**src/rtl/multibyte_add_pkg.sv**
```systemverilog
// Shared types and constants for the multi-byte add/subtract sequencer.
package multibyte_add_pkg;

  localparam int BYTE_W = 8;

  typedef enum logic [1:0] {
    IDLE = 2'd0,
    RUN  = 2'd1,
    DONE = 2'd2
  } state_t;

  function automatic int byte_slice(input int idx);
    return idx * BYTE_W;
  endfunction

endpackage

```
**src/rtl/multibyte_add_seq_byte_adder.sv**
```systemverilog
// Combinational 8-bit adder with carry-in/carry-out; time-shared by the sequencer.
module byte_adder
  import multibyte_add_pkg::*;
(
  input  logic [BYTE_W-1:0] a,
  input  logic [BYTE_W-1:0] b,
  input  logic              cin,
  output logic [BYTE_W-1:0] s,
  output logic              cout
);

  logic [BYTE_W:0] full_d;

  assign full_d    = {1'b0, a} + {1'b0, b} + {{BYTE_W{1'b0}}, cin};
  assign {cout, s} = full_d;

endmodule

```
**src/rtl/multibyte_add_seq.sv**
```systemverilog
// Adds/subtracts NBYTES*8-bit operands one byte per cycle, LSB first, through one shared byte adder.
// Defining MULTIBYTE_ADD_OVF_EN adds a registered signed-overflow output ovf.
module multibyte_add_seq
  import multibyte_add_pkg::*;
#(
  parameter int NBYTES = 4
) (
  input  logic                     clk,
  input  logic                     rst_n,
  input  logic                     start_valid,
  output logic                     start_ready,
  input  logic [NBYTES*BYTE_W-1:0] a,
  input  logic [NBYTES*BYTE_W-1:0] b,
  input  logic                     cin,
  input  logic                     op_sub,
  output logic                     res_valid,
  input  logic                     res_ready,
  output logic [NBYTES*BYTE_W-1:0] sum,
  output logic                     cout,
  output logic                     busy
`ifdef MULTIBYTE_ADD_OVF_EN
  ,output logic                    ovf
`endif
);

  localparam int W    = NBYTES * BYTE_W;
  localparam int IDXW = $clog2(NBYTES) + 1;
  localparam logic [IDXW-1:0] LAST_IDX = IDXW'(NBYTES - 1);

  state_t            state_q;
  logic [IDXW-1:0]   idx_q;
  logic [W-1:0]      a_q;
  logic [W-1:0]      b_q;
  logic              carry_q;
  logic [W-1:0]      sum_q;
  logic              cout_q;
  logic              res_valid_q;
  logic              busy_q;

  logic [BYTE_W-1:0] a_byte_d;
  logic [BYTE_W-1:0] b_byte_d;
  logic [BYTE_W-1:0] byte_sum_d;
  logic              byte_cout_d;

  assign a_byte_d = a_q[byte_slice(int'(idx_q)) +: BYTE_W];
  assign b_byte_d = b_q[byte_slice(int'(idx_q)) +: BYTE_W];

  byte_adder u_byte_adder (
    .a    (a_byte_d),
    .b    (b_byte_d),
    .cin  (carry_q),
    .s    (byte_sum_d),
    .cout (byte_cout_d)
  );

`ifdef MULTIBYTE_ADD_OVF_EN
  logic ovf_q;
  logic ovf_d;
  // Carry into the MSB is recovered from the MSB sum bit of the last slice.
  assign ovf_d = (a_byte_d[BYTE_W-1] ^ b_byte_d[BYTE_W-1] ^ byte_sum_d[BYTE_W-1]) ^ byte_cout_d;
  assign ovf   = ovf_q;
`endif

  always_ff @(posedge clk or negedge rst_n) begin
    if (!rst_n) begin
      state_q     <= IDLE;
      idx_q       <= '0;
      a_q         <= '0;
      b_q         <= '0;
      carry_q     <= 1'b0;
      sum_q       <= '0;
      cout_q      <= 1'b0;
      res_valid_q <= 1'b0;
      busy_q      <= 1'b0;
`ifdef MULTIBYTE_ADD_OVF_EN
      ovf_q       <= 1'b0;
`endif
    end else begin
      case (state_q)
        IDLE: begin
          if (start_valid) begin
            a_q     <= a;
            // Subtract is A + ~B + 1, so B is inverted once at capture.
            b_q     <= op_sub ? ~b : b;
            carry_q <= op_sub | cin;
            idx_q   <= '0;
            sum_q   <= '0;
            busy_q  <= 1'b1;
            state_q <= RUN;
          end
        end
        RUN: begin
          sum_q[byte_slice(int'(idx_q)) +: BYTE_W] <= byte_sum_d;
          carry_q <= byte_cout_d;
          idx_q   <= idx_q + 1'b1;
          if (idx_q == LAST_IDX) begin
            cout_q      <= byte_cout_d;
`ifdef MULTIBYTE_ADD_OVF_EN
            ovf_q       <= ovf_d;
`endif
            res_valid_q <= 1'b1;
            state_q     <= DONE;
          end
        end
        DONE: begin
          if (res_ready) begin
            res_valid_q <= 1'b0;
            busy_q      <= 1'b0;
            state_q     <= IDLE;
          end
        end
        default: state_q <= IDLE;
      endcase
    end
  end

  assign start_ready = (state_q == IDLE);
  assign res_valid   = res_valid_q;
  assign sum         = sum_q;
  assign cout        = cout_q;
  assign busy        = busy_q;

endmodule

```
**config.mk**
```make
export PLATFORM = sky130hd
export DESIGN_NAME = multibyte_add_seq
export DESIGN_NICKNAME = d
export VERILOG_FILES = /design/src/rtl/multibyte_add_pkg.sv /design/src/rtl/multibyte_add_seq_byte_adder.sv /design/src/rtl/multibyte_add_seq.sv
export SDC_FILE = /design/constraint.sdc
export NUM_CORES = 1
export LEC_CHECK = 0
export CAP_MARGIN = 40
export CORE_ASPECT_RATIO = 1.4
export CORE_MARGIN = 2
export CORE_UTILIZATION = 53
export CTS_BUF_LIST = sky130_fd_sc_hd__clkbuf_4 sky130_fd_sc_hd__clkbuf_8
export DETAILED_ROUTE_END_ITERATION = 10
export GPL_TIMING_DRIVEN = 0
export PLACE_DENSITY = 0.78
export SYNTH_ARGS = -nofsm -noshare
export SYNTH_HDL_FRONTEND = slang
export SYNTH_HIERARCHICAL = 1
export SYNTH_SLANG_ARGS = --single-unit
export TNS_END_PERCENT = 10
```
**constraint.sdc**
```tcl
create_clock -name clk -period 4.4 [get_ports clk]
set_clock_uncertainty 0.15 [all_clocks]
set_input_delay 0.88 -clock clk [delete_from_list [all_inputs] [get_ports clk]]
set_output_delay 0.88 -clock clk [all_outputs]
set_load 0.05 [all_outputs]
```
==> flow_summary_export.csv <==
group,metric,value,unit
worst_setup_path,worst-endpoint-arrival,3.72,ns
sta,grt_setup_unrepaired,"false",
floorplanning,dieHeight,122,um
global_routing,maximum_number_of_pins_on_one_net_before_global_route_repair,63,
pwr,total_leakage_power,2.80,nW
sta,achievable-frequency,277,MHz
sta,finalSetupViolations,0,
detailed_routing,drt_first_iter_violations,152,
cts,cts_inserted_buffers,9,
global_routing,global_route.overflow_total,0,
synth,synthDistinctLibCells,41,
layout,final_layout_size_suffix_gt1_share,18.8,%
worst_setup_path,timing.rr.end,"carry_q$_DFFE_PN0P_",
pwr,power_per_cell_area,869,nW/um^2
floorplanning,floorplan.io_pins,106,
worst_setup_path,timing.critical_path.buf_inv,2,
detailed_routing,ant_nets,0,
cts,clock_path_buffers,2,
layout,num-fill-cells,701,
worst_setup_path,crit_cells,12,
detailed_routing,vias,3682,
floorplanning,placement_rows,42,
sta,relSlewSlack,46.6,%
cts,cts_tree,"done",
synth,syn-mean-instance-area,12.4,um^2
global_routing,track_usage,23.5,%
synth,yosys.area.top_type_share,50.2,%
layout,layout-area-overhead-vs-synth,28.5,%
worst_setup_path,critical_path_peak_fanout,10,
layout,seqCellArea,2630,um^2
worst_setup_path,timing.rr.start,"idx_q[1]$_DFFE_PN0P_",
placed_design,placed_cell_area,6460,um^2
detailed_routing,viasPerCell,5.46,
pwr,totalPowerFinal,5.84,mW
floorplanning,effective_utilization_at_floorplan,55.0,%
worst_setup_path,critical-path-top-delay-family,"adder cells",
pwr,power.net_switching,2.56,mW
sta,timing.final.crit_share,81.9,%
layout,footprint_of_the_multi_input_gates,2430,um^2
detailed_routing,post-route-drc-count,0,
worst_setup_path,critical-path-slowest-cell,"sky130_fd_sc_hd__fa_1",
floorplanning,die_area,10700,um^2
layout,nets,623,
worst_setup_path,worst_case_register_to_register_setup_slack,0.79,ns
pwr,clock_power_share,12.9,%
synth,synth_area_leaders,"sky130_fd_sc_hd__dfrtp_1 (50%), sky130_fd_sc_hd__mux2_2 (8.8%), sky130_fd_sc_hd__mux4_2 (6.9%)",
placed_design,dp_hpwl,8900,um
global_routing,via_count_of_the_first_global_routing_pass,3808,
synth,ys.flop_type,"sky130_fd_sc_hd__dfrtp_1",
synth,synthTopCellsByCount,"sky130_fd_sc_hd__dfrtp_1 (105), sky130_fd_sc_hd__a21oi_1 (43), sky130_fd_sc_hd__mux2_2 (41)",
sta,drv_slew,0,
worst_setup_path,critPathLaunch,"idx_q[1]$_DFFE_PN0P_",
cts,clk_latency,0.37,ns
cts,post_cts.resized_instances,0,
sta,fin_hold_ws,0.348,ns
sta,report.final.hold_viol_count,0,
worst_setup_path,crit_path_end_kind,"flip-flop",
floorplanning,std_cell_core_area,9510,um^2
worst_setup_path,worstPathRequired,4.51,ns
cts,cts.root.buffer_cell,"sky130_fd_sc_hd__clkbuf_8",
pwr,power.switching_fraction,43.8,%
synth,synth.yosys.warnings,6,
global_routing,grt_pass1_wl,19000,um
worst_setup_path,critical-path-max-stage-delay,0.44,ns
worst_setup_path,timing.critical_path.to,"carry_q$_DFFE_PN0P_",
cts,cts_htree_levels,3,
cts,numClockSinks,105,
pwr,power_report.internal_total,3.28,mW
run,timing.max_cap.violations,0,
synth,synth_cells,422,
pwr,peakVddDrop,0.406,mV
outcome,outcome,"finished, final reports clean",
synth,number_of_enable_type_register_cells_in_the_synthesized_netlist,0,
worst_setup_path,timing.setup.critical_path_class,"reg2reg",
synth,syn_nets,507,
layout,n_antenna_cell,0,
detailed_routing,routedWlPerCell,17.3,um
sta,min_period,3.61,ns
placed_design,place.port_buffers,104,
min_path,worst_hold_path_type,"in2async",
layout,post-route-util,70.7,%
global_routing,grt_antenna_before_repair,0,
worst_setup_path,cp-start-kind,"flip-flop",
cts,holdBufCountCts,0,
detailed_routing,wl,11600,um
synth,yosys.cell_count.top_type,"sky130_fd_sc_hd__dfrtp_1",
synth,synth_seq_cells,105,
detailed_routing,firstDrtPassIters,4,
layout,design_area,6720,um^2
worst_setup_path,worst-r2r-cell-count,12,
placed_design,place_congestion,0.793,
sta,worst-slew-pin-transition,0.798,ns
floorplanning,die_w,88.0,um
pwr,sequential_cell_fraction_of_total_power,28.1,%
synth,synth.largest_area_cell,"sky130_fd_sc_hd__dfrtp_1",
synth,synth_seq_area_share,50.2,%
cts,post-cts-setup-buffers,0,
worst_setup_path,critical_path_cell_by_cell,"buf_2 -> buf_2 -> mux4_2 -> and2_1 -> fa_1 -> fa_1 -> a21oi_1 -> nor2_1 -> nor2_1 -> o21ai_0 -> o22ai_1 -> o21ba_2",
cts,path_clk_slew,0.09,ns
pwr,comb_power_share,59.0,%
synth,summed_instance_area_of_the_synthesized_netlist,5230,um^2
synth,postSynth.asyncResetShare,100,%
-- worst min path at each step --
stage / start / end / slack (ns)
floorplan: idx_q[2]$_DFFE_PN0P_ / idx_q[2]$_DFFE_PN0P_ / 0.32
detailed placement: sum[20]$_DFFE_PN0P_ / sum[20]$_DFFE_PN0P_ / 0.34
global route: rst_n / a_q[31]$_DFFE_PN0P_ / 0.37
global placement: sum[19]$_DFFE_PN0P_ / sum[19]$_DFFE_PN0P_ / 0.33
CTS: sum[20]$_DFFE_PN0P_ / sum[20]$_DFFE_PN0P_ / 0.36
finish: rst_n / a_q[12]$_DFFE_PN0P_ / 0.35
-- metrics by stage --
step                setup WS [ns]  cells  TNS [ns]
finish                      0.795    674         0
global route                0.656    674         0
CTS                         0.756    674         0
detailed placement          0.772    659         0
global placement            -1.45    658   -151.62
floorplan                    1.22    422         0
-- layer usage --
metal,global-route usage (%),vias up,part of all wire [%]
met5,0,-,0
met4,11.9,0,3.4
met3,2.98,26,2.9
met2,41.7,97,55
met1,27.5,1832,39
li1,-,1727,-
-- placed cells by master (no fill, tap or decap), types with 10 or more instances in the layout --
cell,count
sky130_fd_sc_hd__a21oi_1,43
sky130_fd_sc_hd__a22o_1,24
sky130_fd_sc_hd__and2_1,16
sky130_fd_sc_hd__clkdlybuf4s50_1,103
sky130_fd_sc_hd__dfrtp_1,105
sky130_fd_sc_hd__ha_1,13
sky130_fd_sc_hd__mux2_2,41
sky130_fd_sc_hd__mux4_2,16
sky130_fd_sc_hd__nand2_1,11
sky130_fd_sc_hd__nor2_1,39
sky130_fd_sc_hd__nor2b_1,10
sky130_fd_sc_hd__xnor2_1,34
-- area by class of cell --
| type | instances | area share (%) |
|---|---|---|
| inverter | 8 | 0.447 |
| clock inverter | 5 | 1.92 |
| multi-input combinational | 287 | 36.1 |
| tap | 132 | 2.46 |
| timing repair buffer | 105 | 15.9 |
| sequential | 105 | 39.1 |
| buffer | 22 | 2.18 |
| clock buffer | 10 | 1.95 |
-- power by group through the flow --
stage / combinational, mW / sequential, mW / clock [mW]
floorplan: 2.13 / 1.97 / 0
global placement: 3.35 / 1.63 / 0
detailed placement: 3.44 / 1.66 / 0
CTS: 3.46 / 1.64 / 0.767
global route: 3.72 / 1.69 / 0.808
finish: 3.44 / 1.64 / 0.756
-- worst reg2reg max path: stages, from the launching register on --
cell                      delay [ns]
sky130_fd_sc_hd__dfrtp_1        0.38
sky130_fd_sc_hd__buf_2          0.30
sky130_fd_sc_hd__buf_2          0.35
sky130_fd_sc_hd__mux4_2         0.37
sky130_fd_sc_hd__and2_1         0.19
sky130_fd_sc_hd__fa_1           0.44
sky130_fd_sc_hd__fa_1           0.42
sky130_fd_sc_hd__a21oi_1        0.22
sky130_fd_sc_hd__nor2_1         0.06
sky130_fd_sc_hd__nor2_1         0.15
sky130_fd_sc_hd__o21ai_0        0.17
sky130_fd_sc_hd__o22ai_1        0.13
sky130_fd_sc_hd__o21ba_2        0.18
-- cells by family (layout without fill, tap and decap cells) --
logic type / Yosys count / count (layout) / synth area share (%)
flip-flops: 105 / 105 / 50.2
XOR/XNOR: 36 / 36 / 6.03
multiplexers: 58 / 58 / 15.9
adder cells (fa/ha/maj): 15 / 15 / 3.87
AO/OA/AOI/OAI: 84 / 84 / 10.5
AND/OR/NAND/NOR: 94 / 94 / 10.1
buffers and inverters: 30 / 150 / 3.37
-- registers in the layout, summed over array words and instances, names as in the netlist --
signal / flops
b_q: 32
idx_q: 3
a_q: 32
sum: 32
cout: 1
state_q: 2
carry_q: 1
busy: 1
res_valid: 1
Power figures use the tool's default switching activity.
